## src/rtl/com_tx.sv

```systemverilog
// -----------------------------------------------------------------------------
// com_tx -- packet framer between the communication controller and the PHY
//
// On a level start request (fs_tx) the framer latches the packet type, the
// first TX-RAM payload address and the payload length. It then streams a
// framed packet to the serializer:
//
//   8'h55, 8'hAA, {btype, rlen[11:8]}, rlen[7:0], payload[0..rlen-1], csum
//
// csum is the XOR of the TYPE byte, the LEN byte and every payload byte. The
// two header bytes are not part of the checksum. Once the checksum byte has
// been accepted, fd_tx is raised and held until the controller drops fs_tx.
//
// Ports
//   clk          in   1   system clock, rising edge
//   rst          in   1   synchronous active-high reset
//   fs_tx        in   1   start request (level, held until fd_tx is seen)
//   fd_tx        out  1   packet done, high only in DONE
//   tx_btype     in   4   packet type, sampled at start
//   tx_ram_init  in  12   first payload RAM address, sampled at start
//   tx_ram_rlen  in  12   payload length in bytes, sampled at start
//   ram_rxa      out 12   TX RAM read address (registered)
//   ram_rxd      in   8   TX RAM read data, valid the cycle after ram_rxa
//   tx_data      out  8   outgoing byte
//   tx_valid     out  1   tx_data is valid
//   tx_ready     in   1   sink ready
//   dbg_state    out  4   current FSM state encoding, for observation only
//
// Handshake: a byte is transferred on every rising edge where
// tx_valid & tx_ready are both high. While tx_valid is high and tx_ready is
// low, tx_data and the FSM state are held unchanged, so each byte is
// delivered exactly once.
// -----------------------------------------------------------------------------
module com_tx (
    input  logic        clk,
    input  logic        rst,
    input  logic        fs_tx,
    output logic        fd_tx,
    input  logic [3:0]  tx_btype,
    input  logic [11:0] tx_ram_init,
    input  logic [11:0] tx_ram_rlen,
    output logic [11:0] ram_rxa,
    input  logic [7:0]  ram_rxd,
    output logic [7:0]  tx_data,
    output logic        tx_valid,
    input  logic        tx_ready,
    output logic [3:0]  dbg_state
);

    localparam logic [7:0] HDR0 = 8'h55;
    localparam logic [7:0] HDR1 = 8'hAA;

    typedef enum logic [3:0] {
        S_IDLE  = 4'd0,
        S_HEAD0 = 4'd1,
        S_HEAD1 = 4'd2,
        S_TYPE  = 4'd3,
        S_LEN   = 4'd4,
        S_RADDR = 4'd5,
        S_RWAIT = 4'd6,
        S_PAY   = 4'd7,
        S_CSUM  = 4'd8,
        S_DONE  = 4'd9
    } state_t;

    state_t      state;

    // Fields captured at start; frozen for the whole packet.
    logic [3:0]  pkt_btype;
    logic [11:0] pkt_init;
    logic [11:0] pkt_rlen;

    // Payload byte index (0..rlen) and running checksum.
    logic [11:0] idx;
    logic [7:0]  csum;

    logic        handshake;
    logic [7:0]  csum_next;
    logic [11:0] idx_next;

    assign handshake = tx_valid & tx_ready;
    // tx_data always holds the byte currently on offer, so folding it in on
    // the handshake edge gives the checksum including that byte.
    assign csum_next = csum ^ tx_data;
    assign idx_next  = idx + 12'd1;
    assign dbg_state = state;

    // All outputs are registered: each transition loads the values the next
    // state presents, so the byte appears in the same cycle the state is
    // entered.
    always_ff @(posedge clk) begin
        if (rst) begin
            state     <= S_IDLE;
            fd_tx     <= 1'b0;
            tx_valid  <= 1'b0;
            tx_data   <= 8'h00;
            ram_rxa   <= 12'h000;
            pkt_btype <= 4'h0;
            pkt_init  <= 12'h000;
            pkt_rlen  <= 12'h000;
            idx       <= 12'h000;
            csum      <= 8'h00;
        end else begin
            case (state)
                S_IDLE: begin
                    if (fs_tx) begin
                        pkt_btype <= tx_btype;
                        pkt_init  <= tx_ram_init;
                        pkt_rlen  <= tx_ram_rlen;
                        idx       <= 12'h000;
                        csum      <= 8'h00;
                        tx_data   <= HDR0;
                        tx_valid  <= 1'b1;
                        state     <= S_HEAD0;
                    end
                end

                S_HEAD0: begin
                    if (handshake) begin
                        tx_data <= HDR1;
                        state   <= S_HEAD1;
                    end
                end

                S_HEAD1: begin
                    if (handshake) begin
                        tx_data <= {pkt_btype, pkt_rlen[11:8]};
                        state   <= S_TYPE;
                    end
                end

                S_TYPE: begin
                    if (handshake) begin
                        csum    <= csum_next;
                        tx_data <= pkt_rlen[7:0];
                        state   <= S_LEN;
                    end
                end

                S_LEN: begin
                    if (handshake) begin
                        csum <= csum_next;
                        if (pkt_rlen != 12'h000) begin
                            // First payload address goes out with RADDR.
                            tx_valid <= 1'b0;
                            ram_rxa  <= pkt_init;
                            state    <= S_RADDR;
                        end else begin
                            // Empty payload: checksum is TYPE ^ LEN.
                            tx_data <= csum_next;
                            state   <= S_CSUM;
                        end
                    end
                end

                // Address is on the RAM bus during this cycle; data returns
                // in RWAIT.
                S_RADDR: begin
                    state <= S_RWAIT;
                end

                S_RWAIT: begin
                    tx_data  <= ram_rxd;
                    tx_valid <= 1'b1;
                    state    <= S_PAY;
                end

                S_PAY: begin
                    if (handshake) begin
                        csum <= csum_next;
                        idx  <= idx_next;
                        if (idx_next == pkt_rlen) begin
                            tx_data <= csum_next;
                            state   <= S_CSUM;
                        end else begin
                            // 12-bit add wraps FFF -> 000 naturally.
                            tx_valid <= 1'b0;
                            ram_rxa  <= pkt_init + idx_next;
                            state    <= S_RADDR;
                        end
                    end
                end

                S_CSUM: begin
                    if (handshake) begin
                        tx_valid <= 1'b0;
                        fd_tx    <= 1'b1;
                        state    <= S_DONE;
                    end
                end

                // Leaves only once the controller has dropped the request,
                // so a retransmit always needs a fresh fs_tx.
                S_DONE: begin
                    if (!fs_tx) begin
                        fd_tx <= 1'b0;
                        state <= S_IDLE;
                    end
                end

                default: begin
                    state    <= S_IDLE;
                    fd_tx    <= 1'b0;
                    tx_valid <= 1'b0;
                    tx_data  <= 8'h00;
                    ram_rxa  <= 12'h000;
                end
            endcase
        end
    end

endmodule

```

## config.mk

```make
export PLATFORM = sky130hd
export DESIGN_NAME = com_tx
export DESIGN_NICKNAME = d
export VERILOG_FILES = /design/src/rtl/com_tx.sv
export SDC_FILE = /design/constraint.sdc
export NUM_CORES = 1
export LEC_CHECK = 0
export ABC_AREA = 1
export BUFFER_PORTS_ARGS = -buffer_cell sky130_fd_sc_hd__buf_2
export CORE_ASPECT_RATIO = 0.7
export CORE_MARGIN = 3
export CORE_UTILIZATION = 45
export CTS_CLUSTER_SIZE = 24
export DETAILED_ROUTE_END_ITERATION = 16
export PLACE_DENSITY_LB_ADDON = 0.12
export SLEW_MARGIN = 30
export SYNTH_ARGS = -nofsm -noshare
export SYNTH_HDL_FRONTEND = slang
export SYNTH_SLANG_ARGS = --single-unit
export TNS_END_PERCENT = 30
```

## constraint.sdc

```tcl
create_clock -name clk -period 5.1 [get_ports clk]
set_clock_uncertainty 0.15 [all_clocks]
set_input_delay 0.51 -clock clk [delete_from_list [all_inputs] [get_ports clk]]
set_output_delay 0.51 -clock clk [all_outputs]
set_load 0.03 [all_outputs]
```

Word level (Yosys, flattened, before mapping)
Index checks and enable logic that the tools add are counted.
{"block": "op_classes", "addsub": 2, "multipliers": 0, "div_mod_pow": 0, "magnitude_cmp": 0, "eq_ne": 23, "shifts": 0, "mux": 41, "bitwise": 6, "reduce_logical": 17}
{"operator": "two-way mux 8 bit", "count": 10}
{"operator": "two-way mux 12 bit", "count": 6}
{"operator": "case mux 8 bit (8 select lines)", "count": 1}
{"operator": "two-way mux 4 bit", "count": 10}
{"operator": "case mux 4 bit (10 select lines)", "count": 1}
{"operator": "case mux 12 bit (3 select lines)", "count": 1}
{"operator": "!= test 2 bit, second input constant", "count": 12}
{"operator": "case mux 12 bit (2 select lines)", "count": 1}
{"operator": "== test 4 x 3 -> 1 bit, second input constant", "count": 4}
{"operator": "case mux 8 bit (2 select lines)", "count": 1}
{"operator": "OR reduction 8 bit", "count": 2}
{"operator": "adder 12 x 1 -> 12 bit, second input constant", "count": 1}
{"operator": "adder 12 bit", "count": 1}
{"operator": "== test 12 bit", "count": 1}
{"operator": "nonzero test 12 bit", "count": 1}
{"operator": "AND reduction 3 bit", "count": 3}
{"operator": "AND reduction 9 bit", "count": 1}
{"operator": "== test 4 x 2 -> 1 bit, second input constant", "count": 2}
{"operator": "== test 4 bit, second input constant", "count": 2}
{"operator": "two-way mux 1 bit", "count": 8}
{"operator": "AND reduction 8 bit", "count": 1}
{"operator": "XOR 8 bit", "count": 1}
{"operator": "AND reduction 7 bit", "count": 1}
{"operator": "case mux 1 bit (6 select lines)", "count": 1}
{"operator": "other kinds (11)", "count": 16}
{"block": "word_totals", "reg_bits": 74, "latch_bits": 0, "ramBits": 0, "mem_bits_ro": 0, "mem_count": 0}

Longest topological paths before layout
Gate-level depths: netlist of run 1.
{"block": "depth", "ltp_word": 5, "mapped_depth": 16}

Least setup slack after synthesis of run 1
OpenSTA, ideal clock, no wires.
{"block": "synth_path", "path_kind": "register to register", "from": "register idx[0]", "to": "register ram_rxa[9]", "setup_time_ns": 0.112, "arrival_ns": 2.504, "required_time_ns": 4.838, "setup_slack_ns": 2.334, "path_stages_with_launch": 17, "period_less_slack_ns": 2.766, "path_cell_list": "dfxtp_1 > ha_1 > nand2_2 > nor2_1 > nand2_1 > nand2_1 > inv_1 > ha_1 > a21oi_1 > o21ai_0 > a21oi_1 > o21ai_0 > or2_2 > nand3_1 > o21ai_0 > nor2_2 > nor2_1"}
{"block": "synth_between", "elab_chain_cells": 5}
{"element": "start: declaration", "line": "74", "source": "logic [11:0] idx;"}
{"element": "start signal: assignment", "line": "171", "source": "idx <= idx_next;"}
{"element": "adder 12 x 1 -> 12 bit (*)", "line": "85", "source": "assign idx_next = idx + 12'd1;"}
{"element": "adder 12 bit", "line": "178", "source": "ram_rxa <= pkt_init + idx_next;"}
{"element": "two-way mux 12 bit", "line": "172", "source": "if (idx_next == pkt_rlen) begin"}
{"element": "two-way mux 12 bit", "line": "169", "source": "if (handshake) begin"}
{"element": "case mux 12 bit (3 select lines)", "line": "104", "source": "case (state)"}
{"element": "end signal: assignment", "line": "146", "source": "ram_rxa <= pkt_init;"}
{"element": "end signal: assignment", "line": "178"}
{"element": "end: declaration", "line": "42", "source": "output logic [11:0] ram_rxa,"}
Mark *: on every way between the ends. The rest lies on a longest branch, timed or not. The select of a mux whose other input is x is not followed.
A chain may end at the register's enable or synchronous reset.

Final worst setup path of run 1
Same ends and word-level chain as after synthesis.

==> impl_metrics.json, run 1 <==
{
  "postLayoutSetupSlackWorst_ns": 1.86,
  "cts_tree": "done",
  "cp_max_fo": 6,
  "maxSlewHeadroom": 0.441,
  "slowest_stage": "dfxtp_1",
  "synth_top_family_by_area": "simple AND/OR/NAND/NOR gates",
  "place_hpwl_mm": 9.98,
  "hp-start": "tx_ram_rlen[1]",
  "min_path_cells": 3,
  "synthMuxAreaShare": 0,
  "path_class": "reg2reg",
  "num_rows": 29,
  "cts_made_buffers": 9,
  "cp_data_required_time_ns": 5.18,
  "rsz0062_at_grt": "false",
  "synth_compound_area_frac": 0.187,
  "tns_ns": 0,
  "grt_max_degree": 30,
  "gp_congestion": 0.911,
  "power_frac_seq": 0.296,
  "startpoint": "idx[0]",
  "core_um2": 9360,
  "status": "finished, final reports clean",
  "viasPerCell": 5.26,
  "switchingPower_mw": 1.29,
  "synth_area_leaders": "dfxtp_1 33%, nand2_1 13%, a21oi_1 7.8%, inv_1 7.1%, nor2_1 5.7%",
  "async_reset_ff_frac": 0,
  "drive_gt1_frac": 0.171,
  "grt_antenna_before_repair": 0,
  "yosys.area.top_type_share": 0.331,
  "grt_overflow": 0,
  "nets": 787,
  "synth_edf_count": 0,
  "syn_inst": 673,
  "clock-sinks": 74,
  "setup_viol": 0,
  "timing.critical_path.cells": "ha_1, nand2_2, nor2_1, nand2_1, nand2_1, inv_1, ha_1, a21oi_1, o21ai_0, a21oi_1, o21ai_0, or2_2, nand3_1, o21ai_0, nor2_2, nor2_1",
  "combPwrFrac": 0.464,
  "drt_iter0_markers": 349,
  "grt_usage": 0.237,
  "hold_buffers": 0,
  "max_freq_ghz": 0.309,
  "clockBufferDepth": 2,
  "pre_cts_ws_ns": 1.92,
  "min_path_type": "in2reg",
  "synth-seq-area-share": 0.331,
  "yosysWarnings": 0,
  "yosys.area_share.simple": 0.313,
  "die_area_um2": 11200,
  "cp_common_cell": "o21ai_0",
  "ys_types": 42,
  "cp-end-kind": "register",
  "grt_pass1_vias": 4106,
  "period_share": 0.635,
  "drc": 0,
  "ctsResizeCount": 0,
  "cp_data_arrival_time_ns": 3.32,
  "die_width_um": 125,
  "ios": 66,
  "synth_top_area_cell": "dfxtp_1",
  "area_delta_synth_final_pct": 16.0,
  "slowest_delay_ns": 0.44,
  "cellPowerDensity_nw_per_um2": 552,
  "h-tree-depth": 3,
  "period_needed_ns": 3.24,
  "post_cts_buffers": 0,
  "clock_latency_ns": 0.34,
  "swShare": 0.450,
  "synthAdderAreaFrac": 0.0408,
  "grt_pass1_wl_mm": 21.0,
  "portBuffers": 65,
  "hold_violations": 0,
  "drt-total-wl_mm": 13.0,
  "antenna_left": 0,
  "initial_utilization": 0.479,
  "clockRootBuffer": "clkbuf_16",
  "syn_area_um2": 4480,
  "drv_cap": 0,
  "tightest_slew_ns": 0.836,
  "routedWlPerCell_um": 15.1,
  "start_kind": "register",
  "vdd_drop_max_mv": 0.270,
  "p_int_mw": 1.58,
  "antenna_cells": 0,
  "leakagePower_nw": 2.36,
  "num_vias": 4530,
  "rr_worst_depth": 16,
  "die_h_um": 89.5,
  "maxSlewViolCount": 0,
  "syn_nets": 727,
  "synth_flop_cell": "dfxtp_1",
  "r2r_start": "idx[0]",
  "syn_area_per_cell_um2": 6.66,
  "synth_xor_area_frac": 0.0274,
  "first_pass_iters": 4,
  "ys_ff_latch": 74,
  "clkTransAtPathRegs_ns": 0.06,
  "p_clk_frac": 0.239
}
## kinds of logic (layout without fill, tap and decap cells)
family	count (synthesis)	count (layout)
AND/OR/NAND/NOR	307	307
AO/OA/AOI/OAI	153	153
buffers and inverters	111	176
flip-flops	74	74
adder cells (fa/ha/maj)	14	14
XOR/XNOR	14	14
## per-layer routing
layer,global-route usage,vias up,share of wire
met2,0.335,143,0.39
li1,-,2332,-
met4,0.0600,0,0.010
met5,0,-,0
met3,0.0585,12,0.066
met1,0.357,2043,0.53
## stage by stage
step            util  cell area, um2  power (mW)  hold slack (ns)  std cells
4_1_cts        0.555            5200        2.88            0.257        862
3_3_place_gp   0.521            4880        2.17            0.296        846
3_5_place_dp   0.521            4880        2.18            0.306        846
2_1_floorplan      -            4480        1.87            0.280        673
6_report       0.555            5200        2.87            0.258        862
5_1_grt        0.555            5200        3.09            0.254        862
## synthesized netlist by cell type (2+ instances only)
master     count
nand2_1      153
o2111ai_1      3
nand2_2        8
nor2_2         8
o211ai_1       2
dfxtp_1       74
o21ai_1        3
o22ai_1        9
buf_2          4
buf_6          2
nor4_1         2
a211oi_1       5
nand3_1       31
nand3_2        7
nand3b_1       2
ha_1          13
a221oi_1       4
nor2_1        68
inv_1         85
nor2_4         3
or2_2          4
clkbuf_1      11
xor2_1         7
a22oi_1        2
nand4_1       14
o21ai_0       50
inv_2          7
nor3_1         3
xnor2_1        7
a21oi_1       70
## power by group through the flow
stage / sequential (mW) / clock (mW) / combinational, mW
global route: 0.872 / 0.722 / 1.49
global placement: 0.856 / 0 / 1.31
floorplan: 0.993 / 0 / 0.881
finish: 0.850 / 0.686 / 1.33
detailed placement: 0.859 / 0 / 1.32
CTS: 0.849 / 0.697 / 1.33
## registers in the layout, indices dropped and copies added (netlist names)
signal     cells
pkt_init      12
tx_valid       1
ram_rxa       12
fd_tx          1
idx           12
pkt_rlen      12
pkt_btype      4
csum           8
tx_data        8
dbg_state      4
## path summary, 6_finish.rpt
check	end	slack (ns)
max	ram_rxa[9]	1.86
min	pkt_rlen[1]	0.26
max reg2reg	ram_rxa[9]	1.86
min reg2reg	pkt_btype[2]	0.31
## cell type report
cell class	count	area, um2
fill	930	4160
sequential	74	1480
timing repair buffer	68	348
multi-input combinational	488	2550
clock buffer	9	225
inverter	92	345
clock inverter	7	93.8
tap	124	155
## placed cells by master, fill, tap and decap left out, types with 9 or more instances in the layout
| master | n |
|---|---|
| nand2_1 | 153 |
| inv_1 | 85 |
| dfxtp_1 | 74 |
| a21oi_1 | 70 |
| nor2_1 | 68 |
| buf_2 | 65 |
| o21ai_0 | 50 |
| nand3_1 | 31 |
| nand4_1 | 14 |
| ha_1 | 13 |
| o22ai_1 | 9 |
| clkbuf_16 | 9 |
## worst max-delay path, delay by kind of cell, from the launching register on
family / cells / cell delay [ns]
flip-flops: 1 / 0.44
AO/OA/AOI/OAI: 5 / 0.80
buffers and inverters: 1 / 0.08
AND/OR/NAND/NOR: 8 / 1.07
adder cells (fa/ha/maj): 2 / 0.59
No activity file was read; power rests on OpenSTA's default activity.
==> run 2, diff against run 1 <==
==> constraint.sdc (replaced) <==
create_clock -name clk -period 2.83 [get_ports clk]
set_clock_uncertainty 0.15 [all_clocks]
set_input_delay 0.283 -clock clk [delete_from_list [all_inputs] [get_ports clk]]
set_output_delay 0.283 -clock clk [all_outputs]
set_load 0.03 [all_outputs]
==> run 2 against run 1 <==
  * Sequential power rose by 80%
  * Sequential share of layout area fell by 1.2 points
  * First-iteration DRC count fell by 5.4%
  * Clock power rose by 59%
  * Fmax rose by 22%
  * Non-clock buffer count increased by 22
  * Combinational power up 91%
  * Critical path type unchanged
  * Final cell count increased by 2.6%
  * Sequential cell count stayed put
  * Count of clock-buffer cells in the layout grew 1
  * Setup slack worse by 1.7 ns
  * Total power increased by 80%
==> impl_metrics.json, run 2 (synthesized netlist as in run 1, its figures left out) <==
{
  "status": "finished, final reports clean",
  "portBuffers": 65,
  "slowest_delay_ns": 0.37,
  "cp-end-kind": "register",
  "maxSlewViolCount": 0,
  "cellPowerDensity_nw_per_um2": 947,
  "die_h_um": 89.5,
  "grt_usage": 0.240,
  "grt_overflow": 0,
  "clock-sinks": 74,
  "layout_common_cells": "148 x nand2_1, 84 x inv_1, 71 x dfxtp_1",
  "leakagePower_nw": 2.44,
  "setup_viol": 0,
  "whs_endpoint": "pkt_init[8]",
  "grt_max_degree": 28,
  "cts_tree": "done",
  "vdd_drop_max_mv": 0.544,
  "period_share": 0.935,
  "hold_buffers": 0,
  "cp_data_required_time_ns": 2.91,
  "start_kind": "register",
  "tightest_slew_ns": 0.582,
  "min_path_type": "in2reg",
  "gp_congestion": 0.913,
  "maxSlewHeadroom": 0.612,
  "drt-total-wl_mm": 13.4,
  "area_delta_synth_final_pct": 21.4,
  "drv_cap": 0,
  "slowest_stage": "dfxtp_4",
  "ios": 66,
  "period_needed_ns": 2.65,
  "viasPerCell": 5.39,
  "clockBufferDepth": 2,
  "hp-start": "tx_ram_init[8]",
  "cp_data_arrival_time_ns": 2.73,
  "timing.critical_path.cells": "ha_2, nand3_1, o21ai_2, nand2_2, ha_1, a21oi_1, o21ai_0, a21oi_2, o21ai_1, or2_2, nand3_1, o21ai_0, nor2_2, nor2_1",
  "initial_utilization": 0.479,
  "grt_pass1_wl_mm": 21.4,
  "drc": 0,
  "nFillCells": 930,
  "r2r_setup_slack_ns": 0.18,
  "routedWlPerCell_um": 15.2,
  "drive_gt1_frac": 0.226,
  "path_class": "reg2reg",
  "place_hpwl_mm": 10.2,
  "die_area_um2": 11200,
  "mostFrequentLayoutCell": "nand2_1",
  "clkTransAtPathRegs_ns": 0.06,
  "rr_worst_depth": 14,
  "clockRootBuffer": "clkbuf_16",
  "p_total_mw": 5.15,
  "drt_iter0_markers": 330,
  "core_um2": 9360,
  "timing.rr.end": "ram_rxa[9]",
  "antenna_left": 0,
  "r2r_start": "idx[0]",
  "dpl_cell_area_um2": 5020,
  "num_vias": 4762,
  "hold_violations": 0,
  "die_width_um": 125,
  "grt_pass1_vias": 4380,
  "clock_latency_ns": 0.34,
  "cts_made_buffers": 9,
  "first_pass_iters": 5,
  "antenna_cells": 0,
  "num_rows": 29,
  "grt_antenna_before_repair": 0,
  "post-route-util": 0.581,
  "min_path_cells": 3,
  "nets": 809,
  "max_freq_ghz": 0.378,
  "cp_max_fo": 4,
  "h-tree-depth": 3,
  "stdcell_area_um2": 5440
}
==> run 2: per-layer routing <==
metal  vias up  share of wire  GRT usage
met1      2157           0.50      0.335
met3        16          0.083     0.0603
li1       2382              -          -
met5         -              0          0
met4         0          0.013     0.0659
met2       207           0.40      0.371
==> run 2: power by group <==
part / switching, mW / leakage (nW) / internal [mW]
Sequential: 0.207 / 0.609 / 1.32
Combinational: 1.70 / 1.70 / 0.842
Clock: 0.468 / 0.131 / 0.617
Total: 2.37 / 2.44 / 2.78
==> run 2: what timing repair did <==
item	in CTS	in global routing
gates resized for setup	2	33
setup buffers	0	3
pin swaps	0	2
setup endpoints to repair	1	6
==> run 2: area by class of cell <==
| cell class | instances | area, um2 | area share |
|---|---|---|---|
| Clock buffer | 10 | 239 | 0.0439 |
| Multi-Input combinational cell | 488 | 2660 | 0.489 |
| Timing Repair Buffer | 90 | 513 | 0.0943 |
| Sequential cell | 74 | 1490 | 0.274 |
| Tap cell | 124 | 155 | 0.0285 |
| Clock inverter | 6 | 41.3 | 0.00759 |
| Inverter | 92 | 345 | 0.0635 |
==> run 2: worst max-delay path by stage <==
stage,depth (start not counted),to,startpoint,slack (ns)
2_1_floorplan,16,ram_rxa[9],idx[0],0.06
3_3_place_gp,14,ram_rxa[9],idx[0],0.06
3_5_place_dp,14,ram_rxa[9],idx[0],0.005
4_1_cts,14,ram_rxa[9],idx[0],0.02
5_1_grt,16,ram_rxa[11],idx[0],-0.02
6_report,14,ram_rxa[9],idx[0],0.18
==> run 2: worst max-delay path: cells and delay by family (launching register included) <==
family,cells,cell delay [ns]
flip-flops,1,0.37
adder cells (fa/ha/maj),2,0.50
AND/OR/NAND/NOR,6,0.76
AO/OA/AOI/OAI,6,0.76
==> run 2: per-stage QoR <==
stage / setup WS, ns / instances / hold slack (ns) / TNS [ns]
3_5_place_dp: 0.00518 / 865 / 0.302 / 0
5_1_grt: -0.0165 / 884 / 0.0456 / -0.0184
4_1_cts: 0.0212 / 881 / 0.0246 / 0
6_report: 0.184 / 884 / 0.0285 / 0
3_3_place_gp: 0.0640 / 865 / 0.293 / 0
2_1_floorplan: 0.0644 / 673 / 0.268 / 0
